### src/rtl/sort_pkg.sv
// ----------------------------------------------------------------------------
// sort_pkg
// Shared types and helpers for the sort output checker.
//   clog2        : ceiling log2, never below 1, used to size the length fields
//   state_t      : checker FSM states (IDLE, IN_PKT)
//   pkt_status_t : status of one finished packet (length plus error flags)
// ----------------------------------------------------------------------------
package sort_pkg;

    // The packet length inside pkt_status_t is wide enough for any
    // MAX_LENGTH. Modules narrow it to their own ADDR_WIDTH+1 on output.
    localparam int PKT_LEN_W = 32;

    typedef enum logic [0:0] {
        IDLE   = 1'b0,
        IN_PKT = 1'b1
    } state_t;

    typedef struct packed {
        logic [PKT_LEN_W-1:0] len;
        logic                 err_order;
        logic                 err_frame;
        logic                 err_len;
    } pkt_status_t;

    // Returns at least 1. This keeps the length field wide enough to hold
    // MAX_LENGTH+1 when MAX_LENGTH is 1.
    function automatic int clog2(input int value);
        int result;
        int span;
        result = 0;
        span   = 1;
        while (span < value) begin
            span   = span * 2;
            result = result + 1;
        end
        if (result < 1) begin
            result = 1;
        end
        return result;
    endfunction

endpackage

### src/rtl/sort_chk_cmp.sv
// ----------------------------------------------------------------------------
// sort_chk_cmp
// Combinational less-than between the current beat and the registered
// previous beat of the packet.
//   DATA_WIDTH : width of both operands
//   SIGNED_CMP : 1 compares as two's complement, 0 compares as unsigned
// Ports:
//   cur_data  in  current beat
//   prev_data in  previous beat (registered by the caller)
//   is_less   out cur_data < prev_data
// ----------------------------------------------------------------------------
module sort_chk_cmp
    import sort_pkg::*;
#(
    parameter int DATA_WIDTH = 16,
    parameter bit SIGNED_CMP = 1'b0
) (
    input  logic [DATA_WIDTH-1:0] cur_data,
    input  logic [DATA_WIDTH-1:0] prev_data,
    output logic                  is_less
);

    // The signedness is fixed at elaboration, so only one comparator is built.
    generate
        if (SIGNED_CMP) begin : g_signed
            assign is_less = $signed(cur_data) < $signed(prev_data);
        end else begin : g_unsigned
            assign is_less = cur_data < prev_data;
        end
    endgenerate

endmodule

### config.mk
export PLATFORM = sky130hd
export DESIGN_NAME = sort_chk_cmp
export DESIGN_NICKNAME = d
export VERILOG_FILES = /design/src/rtl/sort_pkg.sv /design/src/rtl/sort_chk_cmp.sv
export SDC_FILE = /design/constraint.sdc
export NUM_CORES = 1
export LEC_CHECK = 0
export BUFFER_PORTS_ARGS = -buffer_cell sky130_fd_sc_hd__buf_2
export CAP_MARGIN = 20
export CELL_PAD_IN_SITES_DETAIL_PLACEMENT = 1
export CELL_PAD_IN_SITES_GLOBAL_PLACEMENT = 2
export CORE_UTILIZATION = 19
export DETAILED_ROUTE_END_ITERATION = 6
export PLACE_DENSITY = 0.95
export SYNTH_ARGS = -nofsm -noshare
export SYNTH_HDL_FRONTEND = slang
export SYNTH_SLANG_ARGS = --single-unit
### constraint.sdc
create_clock -name vclk -period 2
set_input_delay 0.3 -clock vclk [all_inputs]
set_output_delay 0.3 -clock vclk [all_outputs]
set_load 0.01 [all_outputs]
Yosys cells after proc, flatten, opt, wreduce, memory -nomap -nowiden
Cells that the tools add are included.
{ "totals": {"ff_bits": 0, "latchBits": 0, "ram_bits": 0, "mem_bits_ro": 0, "inputBits": 32, "word_cells": 1, "memories": 0} }
{ "classes": {"n_addsub": 0, "n_mul": 0, "div": 0, "magnitude_cmp": 1, "n_eq_ne": 0, "shift": 0, "n_mux": 0, "n_bitwise": 0, "n_reduce_logical": 0} }
{ "op_table": {"columns": ["operator", "count"], "rows": [
  ["16-bit < comparator", 1]
]} }

Depth between registers and ports, before layout
Gate-level depths: netlist of the first run.
{ "logic_depth": {"word_depth": 1, "mapped_depth": 6, "mapped_depth_nobuf": 6} }

Worst setup path before layout of the first run
No wires, ideal clock.
{ "synth_timing": {"path_kind": "input -> output", "start": "in prev_data[13]", "end": "out is_less", "t_arrival_ns": 1.444, "required_time_ns": 1.700, "setup_slack_ns": 0.256, "path_stages": 6, "n_path_buf": 0, "cell_sequence": "inv_1 > ha_1 > a21o_1 > a21o_1 > a221o_1 > a21oi_1"} }
{ "synth_between": {"elab_chain_cells": 1} }
{ "synth_lines": {"columns": ["item", "line_no", "text"], "rows": [
  ["start, declared", "sort_chk_cmp.sv:19", "input logic [DATA_WIDTH-1:0] prev_data,"],
  ["16-bit < comparator", "sort_chk_cmp.sv:28", "assign is_less = cur_data < prev_data;"],
  ["end, declared", "sort_chk_cmp.sv:20", "output logic is_less"]
]} }
Every way passes these cells.

Worst setup path in the final report of the first run
{ "layout_timing": {"start": "in cur_data[13]", "end": "out is_less"} }
{ "layout_between": {"elab_chain_cells": 1} }
{ "layout_lines": {"columns": ["item", "line_no", "text"], "rows": [
  ["start, declared", "sort_chk_cmp.sv:18", "input logic [DATA_WIDTH-1:0] cur_data,"],
  ["16-bit < comparator", "sort_chk_cmp.sv:28", null]
]} }
Every way passes these cells.

==> impl_metrics.toml, run 1 <==
[cells_and_area]
final_cell_area_um2 = 572
fin_nets = 134
utilization_pct = 32.1
n_fill_cell = 240
final_cells = 110
antenna_cells = 0
regArea_um2 = 0
clkbuf_count = 0
areaGrowthSynthToFinish_pct = 52.3
seq_cell_count = 0
drive_gt1_share_pct = 38.8

[logic_synthesis]
synth_area_um2 = 375
syn_area_per_cell_um2 = 7.22
syn-instance-count = 52
yosysSeqAreaShare_pct = 0
synth_top_area_share_pct = 50.0
ys_types = 15
synthTopCellsByCount = "inv_1 (17), ha_1 (15), a21o_1 (3), a21oi_1 (3)"
yosysWarnings = 0
yosys.area.top_type = "ha_1"
synth.area.top_cells = "ha_1 (50%), inv_1 (17%), a21o_1 (6.0%), a21oi_1 (4.0%), nand4_1 (3.3%)"
syn_nets = 99
synthMostInstantiatedCell = "inv_1"

[place]
pre_cts_ws_ns = 0.0455
hpwl_um = 975
placed_cells = 110
place.gp.congestion = 0.664
placed_area_um2 = 572
io_buffers = 33

[drt]
vias = 473
ant_nets = 0
drc_errors = 0
drtIter0Drc = 2
viasPerCell = 4.30
finalWirelength_um = 972
drtPass1Iterations = 3
routedWlPerCell_um = 8.84

[clock_network]
hold_buffers = 0
cts_resized = 0
cts_setup_buffers = 0

[worst_setup_path]
crit_slowest_cell = "a221o_1"
cp_cell_sequence = "buf_2 -> ha_1 -> a21o_1 -> a21o_1 -> a221o_1 -> a21oi_1 -> buf_2"
required_ns = 1.70
worstSetupEndpointType = "primary output"
critPathBufInv = 2
crit_type = "input port to primary output"
cpLargestDelayFamily = "compound AO/OA/AOI/OAI gates"
worstPathArrival_ns = 1.65
critPathLaunchType = "input port"
slowest_delay_ns = 0.34
path_max_fanout = 2

[global_route]
grt_pass1_vias = 458
grt_pass1_wl_um = 1590
antenna_found_initial = 0
grt_max_degree = 4
grt_overflow_total = 0
track_usage_pct = 9.48

[timing]
tightestPinTransition_ns = 0.361
slew_viol_final = 0
whs_ns = 1.09
setup_ws_ns = 0.0538
final_hold_viol_count = 0
period_needed_ns = 1.95
fmax_mhz = 514
final.period_utilization_pct = 97.3
report.final.setup_viol = 0
rsz0062_at_grt = "false"
relSlewSlack_pct = 75.3
final.setup.tns_ns = 0

[die]
initial_core_util_pct = 21.1
design.core.area_um2 = 1780
die_w_um = 46.4
io_pins = 33
fp-row-count = 15
die_h_um = 46.4
dieArea_um2 = 2160

[power]
totalPowerFinal_uw = 97.2
peakVddDrop_v = 0.0000428
cellLeakagePower_nw = 0.393
power_density_nw_per_um2 = 170

[run_status]
status = "completed"

[job]
drv_cap = 0

[hold_path]
hp-class = "input port to primary output"
## final cells by class
| class | instances | area (um^2) | area share [%] |
|---|---|---|---|
| inverter | 17 | 63.8 | 11.2 |
| multi-input combinational | 35 | 312 | 54.5 |
| tap | 25 | 31.3 | 5.47 |
| timing repair buffer | 33 | 165 | 28.9 |
## power by group
part           switching, mW  internal, mW  leakage (nW)
Clock                      0             0             0
Sequential                 0             0             0
Combinational         0.0428        0.0544         0.393
## metal layers
metal,share of wire [%],up-vias,global-route usage (%)
li1,-,244,-
met3,6.2,0,0
met2,54,19,21.4
met4,0,0,0
met5,0,-,0
met1,40,210,9.66
## cell usage in the layout, fill, tap and decap left out, drive strengths merged
| master | Yosys | layout |
|---|---|---|
| o21ai | 2 | 2 |
| a2111oi | 1 | 1 |
| buf | 0 | 33 |
| nand2b | 1 | 1 |
| a21o | 3 | 3 |
| and3 | 1 | 1 |
| nor2 | 1 | 1 |
| nand4 | 2 | 2 |
| nand2 | 2 | 2 |
| a21oi | 3 | 3 |
| ha | 15 | 15 |
| o21a | 1 | 1 |
| o311ai | 1 | 1 |
| a221o | 1 | 1 |
| nor3 | 1 | 1 |
| inv | 17 | 17 |
## path summary, 6_finish.rpt
kind / to / slack (ns) / cells after the start / start
setup / recovery: is_less / 0.05 / 7 / cur_data[13]
hold / removal: is_less / 1.09 / 5 / cur_data[15]
## cells by family (layout without fill, tap and decap cells)
group           after synthesis  count (layout)  share of synthesized area [%]
fa+ha+maj                    15              15                           50.0
simple gates                  8               8                           11.0
compound gates               12              12                           22.0
buf+inv                      17              50                           17.0
No activity file was read; power rests on OpenSTA's default activity.
==> run 2: changes to the inputs <==
BUFFER_PORTS_ARGS = -buffer_cell sky130_fd_sc_hd__buf_4   (was -buffer_cell sky130_fd_sc_hd__buf_2)
CELL_PAD_IN_SITES_GLOBAL_PLACEMENT = 1   (was 2)
CORE_UTILIZATION = 26   (was 19)
==> run 2 against run 1 <==
  * Combinational power grew 29%
  * First-iteration DRC count is the same
  * Via count shrank 1.3%
  * Worst setup slack gained 0.061 ns
  * Fmax grew 3.3%
  * Critical endpoint unchanged
  * Largest cell class unchanged
==> impl_metrics.toml, run 2 (same netlist as run 1, synthesis figures left out) <==
[run_status]
status = "completed"

[worst_setup_path]
slowest_delay_ns = 0.34
crit_slowest_cell = "a221o_1"
cp_cell_sequence = "buf_4 -> inv_1 -> ha_4 -> a21o_1 -> a21o_1 -> a221o_1 -> a21oi_2 -> buf_4"
worstPathArrival_ns = 1.58
path_max_fanout = 2
cpLargestDelayFamily = "compound AO/OA/AOI/OAI gates"
crit_type = "input port to primary output"
required_ns = 1.70
critPathBufInv = 3
worstSetupEndpointType = "primary output"
critPathLaunchType = "input port"

[die]
fp-row-count = 13
io_pins = 33
die_h_um = 40.0
dieArea_um2 = 1600
initial_core_util_pct = 28.5
design.core.area_um2 = 1320
die_w_um = 40.0

[clock_network]
hold_buffers = 0

[drt]
ant_nets = 0
routedWlPerCell_um = 10.1
viasPerCell = 4.67
drtIter0Drc = 2
finalWirelength_um = 1010
drc_errors = 0
drtPass1Iterations = 2
vias = 467

[cells_and_area]
regArea_um2 = 0
drive_gt1_share_pct = 42.4
areaGrowthSynthToFinish_pct = 77.0
final_cell_mix = "buf_4 (33), inv_1 (17), ha_1 (14)"
final_cells = 100
seq_cell_count = 0
final_common_cell = "buf_4"
antenna_cells = 0
clkbuf_count = 0
fin_nets = 134

[place]
io_buffers = 33
place.gp.congestion = 0.596
hpwl_um = 996
placed_cells = 100

[global_route]
grt_pass1_vias = 432
grt_pass1_wl_um = 1460
track_usage_pct = 12.8
antenna_found_initial = 0
grt_max_degree = 4
grt_overflow_total = 0

[hold_path]
hp-class = "input port to primary output"
worstHoldEndpoint = "is_less"
worstHoldStart = "cur_data[15]"
hold_path_depth = 5

[timing]
tightestPinTransition_ns = 0.441
final.setup.tns_ns = 0
final_hold_viol_count = 0
final.period_utilization_pct = 94.2
relSlewSlack_pct = 70.2
report.final.setup_viol = 0
fmax_mhz = 531
slew_viol_final = 0
rsz0062_at_grt = "false"
whs_ns = 1.12
period_needed_ns = 1.88

[power]
peakVddDrop_v = 0.0000795
power_density_nw_per_um2 = 188
cellLeakagePower_nw = 0.423

[job]
drv_cap = 0
[run 2: cell count changes in the layout (fill, tap and decap cells not counted)]
cell       previous run  this run
buf_2                33         0
buf_4                 0        33
a2111oi_0             1         0
a2111oi_2             0         1
a21oi_1               3         2
a21oi_2               0         1
ha_1                 15        14
ha_4                  0         1
[run 2: worst max path at each step]
stage | from | to | slack, ns | depth (start not counted)
2_1_floorplan | prev_data[13] | is_less | 0.26 | 6
3_3_place_gp | cur_data[13] | is_less | 0.1 | 7
3_5_place_dp | cur_data[13] | is_less | 0.04 | 7
4_1_cts | cur_data[13] | is_less | 0.03 | 7
5_1_grt | prev_data[13] | is_less | 0.03 | 8
6_report | prev_data[13] | is_less | 0.12 | 8
[run 2: repair_timing]
item / CTS / global route
gates resized for setup: 0 / 4
setup endpoints to repair: 0 / 1
buffers inserted: 0 / 0
[run 2: cell type report]
| type | instances | area (um^2) |
|---|---|---|
| fill | 169 | 653 |
| multi-input combinational | 35 | 334 |
| timing repair buffer | 33 | 248 |
| tap | 15 | 18.8 |
| inverter | 17 | 63.8 |
[run 2: layer usage]
metal	track usage, %	wire (um)	up-vias	share of wire (%)
met1	13.8	376	203	37
met5	0	0	-	0
li1	-	-	244	-
met4	0	0	0	0
met2	28.2	572	20	57
met3	0	61	0	6.0
[run 2: tightest hold or removal path: cells and delay by family]
family	cells	cell delay, ns
compound gates	2	0.16
fa+ha+maj	1	0.15
buf+inv	2	0.21
[run 2: where the power goes]
group / switching [mW] / internal (mW)
logic: 0.0471 / 0.0775
registers: 0 / 0
clock network: 0 / 0
[run 2: per-stage QoR]
| stage | util [%] | setup WS (ns) | total power, mW | instance area (um^2) |
|---|---|---|---|---|
| 6_report | 50.4 | 0.115 | 0.125 | 664 |
| 5_1_grt | 50.4 | 0.0262 | 0.142 | 664 |
| 4_1_cts | 48.7 | 0.0336 | 0.121 | 642 |
| 3_5_place_dp | 48.7 | 0.0415 | 0.120 | 642 |
| 3_3_place_gp | 48.7 | 0.0953 | 0.113 | 642 |
| 2_1_floorplan | - | 0.256 | 0.0526 | 375 |
